--- config.mk ---
export PLATFORM = sky130hd
export DESIGN_NAME = uart_tx_engine
export DESIGN_NICKNAME = d
export VERILOG_FILES = /design/src/rtl/uart_tx_engine.sv
export SDC_FILE = /design/constraint.sdc
export NUM_CORES = 1
export LEC_CHECK = 0
export CAP_MARGIN = 20
export CORE_UTILIZATION = 45
export DETAILED_ROUTE_END_ITERATION = 8
export PLACE_DENSITY = 0.71
export SLEW_MARGIN = 10
export SYNTH_ARGS = -nofsm -noshare
export SYNTH_HDL_FRONTEND = slang
export SYNTH_SLANG_ARGS = --single-unit
--- constraint.sdc ---
create_clock -name pclk -period 2.9 [get_ports pclk]
set_input_delay 0.58 -clock pclk [delete_from_list [all_inputs] [get_ports pclk]]
set_output_delay 0.58 -clock pclk [all_outputs]
set_load 0.1 [all_outputs]
--- src/rtl/uart_tx_engine.sv ---
// UART transmit engine: byte FIFO feeding an 8-bit, LSB-first serialiser
// with optional parity, timed by a 16x oversample baud tick.
//
// Ports:
//   pclk, presetn            clock, asynchronous active-low reset
//   baud_tick                one-cycle pulse at OSR x the bit rate
//   write_en, data_tx        push strobe and byte
//   tx_thr_val               threshold select (level = tx_thr_val * 4)
//   ip_en                    transmitter enable
//   parity_en, parity_type   parity append enable, 0 = even / 1 = odd
//   tx                       serial line, idle high
//   tx_thr                   FIFO level at or below threshold
//   tx_full, tx_empty        FIFO occupancy flags
//   tx_busy                  frame in progress
module uart_tx_engine #(
    parameter int DEPTH = 16,
    parameter int OSR   = 16
) (
    input  logic       pclk,
    input  logic       presetn,
    input  logic       baud_tick,
    input  logic       write_en,
    input  logic [7:0] data_tx,
    input  logic [1:0] tx_thr_val,
    input  logic       ip_en,
    input  logic       parity_en,
    input  logic       parity_type,
    output logic       tx,
    output logic       tx_thr,
    output logic       tx_full,
    output logic       tx_empty,
    output logic       tx_busy
);

    localparam int PW = $clog2(DEPTH);
    localparam int CW = PW + 1;
    localparam int TW = $clog2(OSR);

    typedef enum logic [2:0] {
        IDLE,
        START,
        DATA,
        PARITY,
        STOP
    } state_t;

    logic [7:0]    mem [DEPTH];
    logic [PW-1:0] wr_ptr;
    logic [PW-1:0] rd_ptr;
    logic [CW-1:0] count;
    logic [CW-1:0] level;
    logic [7:0]    head;

    state_t        state;
    state_t        state_nxt;
    logic [7:0]    shift;
    logic [7:0]    shift_nxt;
    logic [TW-1:0] tick_cnt;
    logic [2:0]    bit_idx;
    logic          par_en_q;
    logic          par_bit;
    logic          tx_nxt;
    logic          busy_nxt;

    logic          push;
    logic          pop;
    logic          bit_done;

    assign head     = mem[rd_ptr];
    assign level    = CW'({tx_thr_val, 2'b00});
    // A push is gated on the live count, so an overflowing byte is dropped
    // even when a pop happens on the same edge.
    assign push     = write_en & (count != CW'(DEPTH));
    assign pop      = (state == IDLE) & ip_en & ~tx_empty;
    assign bit_done = baud_tick & (tick_cnt == TW'(OSR - 1));

    // ---------------- FIFO storage ----------------
    always_ff @(posedge pclk) begin
        if (push) begin
            mem[wr_ptr] <= data_tx;
        end
    end

    // Flags are registered from the count before this edge's update, so a
    // push or pop shows up on the flags one edge after it happens.
    always_ff @(posedge pclk or negedge presetn) begin
        if (!presetn) begin
            wr_ptr   <= '0;
            rd_ptr   <= '0;
            count    <= '0;
            tx_full  <= 1'b0;
            tx_empty <= 1'b1;
            tx_thr   <= 1'b0;
        end else begin
            if (push) begin
                wr_ptr <= wr_ptr + PW'(1);
            end
            if (pop) begin
                rd_ptr <= rd_ptr + PW'(1);
            end
            count    <= count + CW'(push) - CW'(pop);
            tx_full  <= (count == CW'(DEPTH));
            tx_empty <= (count == '0);
            tx_thr   <= ip_en & (count <= level);
        end
    end

    // ---------------- frame datapath ----------------
    always_comb begin
        shift_nxt = shift;
        if (pop) begin
            shift_nxt = head;
        end else if ((state == DATA) && bit_done) begin
            shift_nxt = {1'b0, shift[7:1]};
        end
    end

    always_ff @(posedge pclk or negedge presetn) begin
        if (!presetn) begin
            shift    <= '0;
            tick_cnt <= '0;
            bit_idx  <= '0;
            par_en_q <= 1'b0;
            par_bit  <= 1'b0;
        end else begin
            shift <= shift_nxt;
            if (pop) begin
                // Parity settings are frozen for the whole frame here.
                tick_cnt <= '0;
                bit_idx  <= '0;
                par_en_q <= parity_en;
                par_bit  <= (^head) ^ parity_type;
            end else if ((state != IDLE) && baud_tick) begin
                tick_cnt <= bit_done ? '0 : tick_cnt + TW'(1);
                if ((state == DATA) && bit_done) begin
                    bit_idx <= bit_idx + 3'd1;
                end
            end
        end
    end

    // ---------------- frame FSM ----------------
    always_ff @(posedge pclk or negedge presetn) begin
        if (!presetn) begin
            state   <= IDLE;
            tx      <= 1'b1;
            tx_busy <= 1'b0;
        end else begin
            state   <= state_nxt;
            tx      <= tx_nxt;
            tx_busy <= busy_nxt;
        end
    end

    always_comb begin
        state_nxt = state;
        unique case (state)
            IDLE: begin
                if (pop) begin
                    state_nxt = START;
                end
            end
            START: begin
                if (bit_done) begin
                    state_nxt = DATA;
                end
            end
            DATA: begin
                if (bit_done && (bit_idx == 3'd7)) begin
                    state_nxt = par_en_q ? PARITY : STOP;
                end
            end
            PARITY: begin
                if (bit_done) begin
                    state_nxt = STOP;
                end
            end
            STOP: begin
                if (bit_done) begin
                    state_nxt = IDLE;
                end
            end
            default: state_nxt = IDLE;
        endcase
    end

    // Line level is decided from the next state so tx changes on the same
    // edge as the state it belongs to.
    always_comb begin
        tx_nxt   = 1'b1;
        busy_nxt = (state_nxt != IDLE);
        unique case (state_nxt)
            IDLE:    tx_nxt = 1'b1;
            START:   tx_nxt = 1'b0;
            DATA:    tx_nxt = shift_nxt[0];
            PARITY:  tx_nxt = par_bit;
            STOP:    tx_nxt = 1'b1;
            default: tx_nxt = 1'b1;
        endcase
    end

endmodule

==> summary.md <==
| Metric | Value |
|---|---|
| Status | finished, violations left |
| Failing checks | DRC |
| First-pass GRT wire length | 20280 µm |
| Full die area | 0.01575 mm² |
| TNS Setup | 0 ns |
| Clock period minus worst slack | 2.702 ns |
| DP Wirelength | 8181 µm |
| Critical Path End Type | register |
| Number of I/O port buffers | 21 |
| Pwr per Cell Area | 1013 mW/mm² |
| H-tree levels | 4 |
| Count of mapped cells out of synthesis | 396 |
| Final Max Slew Viols | 0 |
| Clock Pin Slew Worst Setup and Hold Paths | 0.06 ns |
| Top post-synthesis cells by count | edfxtp_1 (128), dfrtp_1 (36), mux4_2 (34), nand2_1 (24), nor2_1 (19) |
| Die Width | 125.5 µm |
| Post-synth design cell area | 0.006865 mm² |
| Sequential cell area fraction in the yosys report | 69.87% |
| CP required | 3.21 ns |
| Max-Cap Viols | 0 |
| Cts repair resizes | 0 |
| Hold-fix buffers at CTS | 0 |
| Asr flop ratio synth | 22.89% |
| Yosys cell types | 41 |
| WL final | 12290 µm |
| EDFF count, synth | 128 |
| Area growth from synthesis to layout | 14.94% |
| # DRC | 3 |
| Core box area | 0.01470 mm² |
| Global route overflow | 0 |
| Max Root-Sink Buffers | 2 |
| Worst skew pair latency | 0.42 ns |
| Num CTS Buffers | 17 |
| Starting Density | 46.71% |
| Worst Max-Slew Pin Slew | 0.8586 ns |
| CTS tree | done |
| DP Cell Count | 602 |
| Final non-filler cell total | 634 |
| DR vias | 3526 |
| Nets | 471 |
| Peak VDD IR | 0.4986 mV |
| DR iter-0 viols | 253 |
| Row count | 44 |
| Tcrit/Tclk final | 93.19% |
| GRT Overall Usage | 17.41% |
| Vias/cell | 5.562 |
| Worst hold path class | in2async |
| Avg Inst Size Synth | 17.34 µm² |
| Die Height | 125.5 µm |
| Critical Setup Path Class | reg2reg |
| DRT Pass-1 Iters | 6 |
| WL/cell | 19.39 µm |
| Initial antenna violation count | 0 |
| Largest net degree at the start of global routing | 39 |
| # diodes | 0 |
| Clk root buf | clkbuf_16 |
| Seq cells post-synth | 166 |
| Top-area cell type share of the netlist area | 55.99% |
| Hold Vio Cnt, Final | 0 |
| RSZ-0062 raised after global routing | false |
| Finished Cell Area | 0.007891 mm² |
| Clock sink total | 166 |
| Most frequent cell after synthesis | edfxtp_1 |
| Worst rel slew slack | 42.76% |
| Static Leak | 2.845 nW |
| Worst Path Arrival | 3.01 ns |
| Crit Path Max Fanout | 6 |
| Vias in the first global route | 3639 |
| DP Area | 0.007353 mm² |
| Yosys Warn Count | 0 |
| Critical Path Source Type | register |
| Tot Pwr | 7.993 mW |
| Syn nets | 430 |
| Primary FF master, synth | edfxtp_1 |
| Max Freq | 0.3700 GHz |
| Layout cell share with drive strength beyond 1 | 20.22% |
| Layout Skew | 0.009580 ns |
| Post-CTS setup buffers | 0 |
| RePlAce Congestion | 0.7708 |
| Io pins | 22 |
| DRT antenna net count | 0 |
| Largest area contributor in the netlist | edfxtp_1 |
| Final setup fails | 0 |
| Synth top area cells | edfxtp_1 (56%), dfrtp_1 (13%), mux4_2 (11%) |
[logic make-up after synthesis]
group	count (synthesis)	synth area share [%]
simple gates	89	6.397
buf+inv	35	2.515
flops	166	69.87
mux	36	11.92
xor+xnor	16	2.643
fa+ha+maj	17	3.208
compound gates	37	3.444
[layout make-up]
class,count,area [µm²]
inverters,19,71.32
well taps,184,230.2
flip-flops and latches,166,4798
clock buffers,20,436.7
multi-input cells,195,1901
repair buffers,38,357.8
fillers,1127,6808
clock inverters,12,96.34
[cell usage in the layout (no fill, tap or decap), types with 8 or more instances in the layout]
cell type        instances
nand2_1                 24
edfxtp_1               128
and2_1                   9
inv_1                   17
a21oi_1                  9
dfrtp_1                 35
ha_1                    16
clkbuf_16               17
clkdlybuf4s50_1         15
nand3_1                 12
o21ai_1                  8
buf_4                   19
a22oi_1                  9
mux4_2                  34
xnor2_1                 10
nor2_1                  19
[per-layer routing]
metal	track usage, %	share of wire (%)
met5	0	0
met4	4.519	0.79
met3	4.792	4.1
met2	27.68	49
met1	23.82	46
[registers in the layout, summed over array words and instances (netlist names), 3 cells and up]
name	count
mem	128
shift	8
count	5
rd_ptr	4
tick_cnt	4
wr_ptr	4
bit_idx	3
state	3
[stage by stage]
step | utilization (%) | worst slack (ns) | hold WS (ns)
floorplan | - | 0.01096 | 0.2844
global placement | 50.03 | 0.04754 | 0.4551
detailed placement | 50.03 | 0.02432 | 0.4587
CTS | 53.65 | 0.1438 | 0.2860
global route | 53.69 | 0.01026 | 0.3357
finish | 53.69 | 0.1975 | 0.2679
[where the power goes]
group / switching [mW] / internal, mW / leakage (nW) / total (mW)
clock: 0.927 / 1.11 / 0.250 / 2.03
sequential: 0.269 / 2.97 / 1.62 / 3.24
combinational: 1.33 / 1.39 / 0.975 / 2.71
total: 2.53 / 5.47 / 2.85 / 7.99
[worst max-delay path, stage by stage, from the launching register on]
cell and delay, ns:
dfrtp_1 0.43, or3_4 0.43, or3b_1 0.41, inv_2 0.08
ha_1 0.22, inv_1 0.06, ha_1 0.15, inv_1 0.05
fa_1 0.38, inv_1 0.07, a21oi_1 0.05, nor2_1 0.09
nor2_1 0.06, xnor2_1 0.11
[final timing paths]
kind | from | end | slack, ns | depth (start not counted)
max | state[1] | count[4] | 0.20 | 13
min | presetn | tx_full | 0.27 | 1
max reg2reg | state[1] | count[4] | 0.20 | 13
min reg2reg | count[4] | tx_empty | 0.47 | 1
max in group asynchronous | presetn | rd_ptr[0] | 2.04 | 1
min in group pclk | count[4] | tx_empty | 0.47 | 1
No activity file was read; power rests on OpenSTA's default activity.
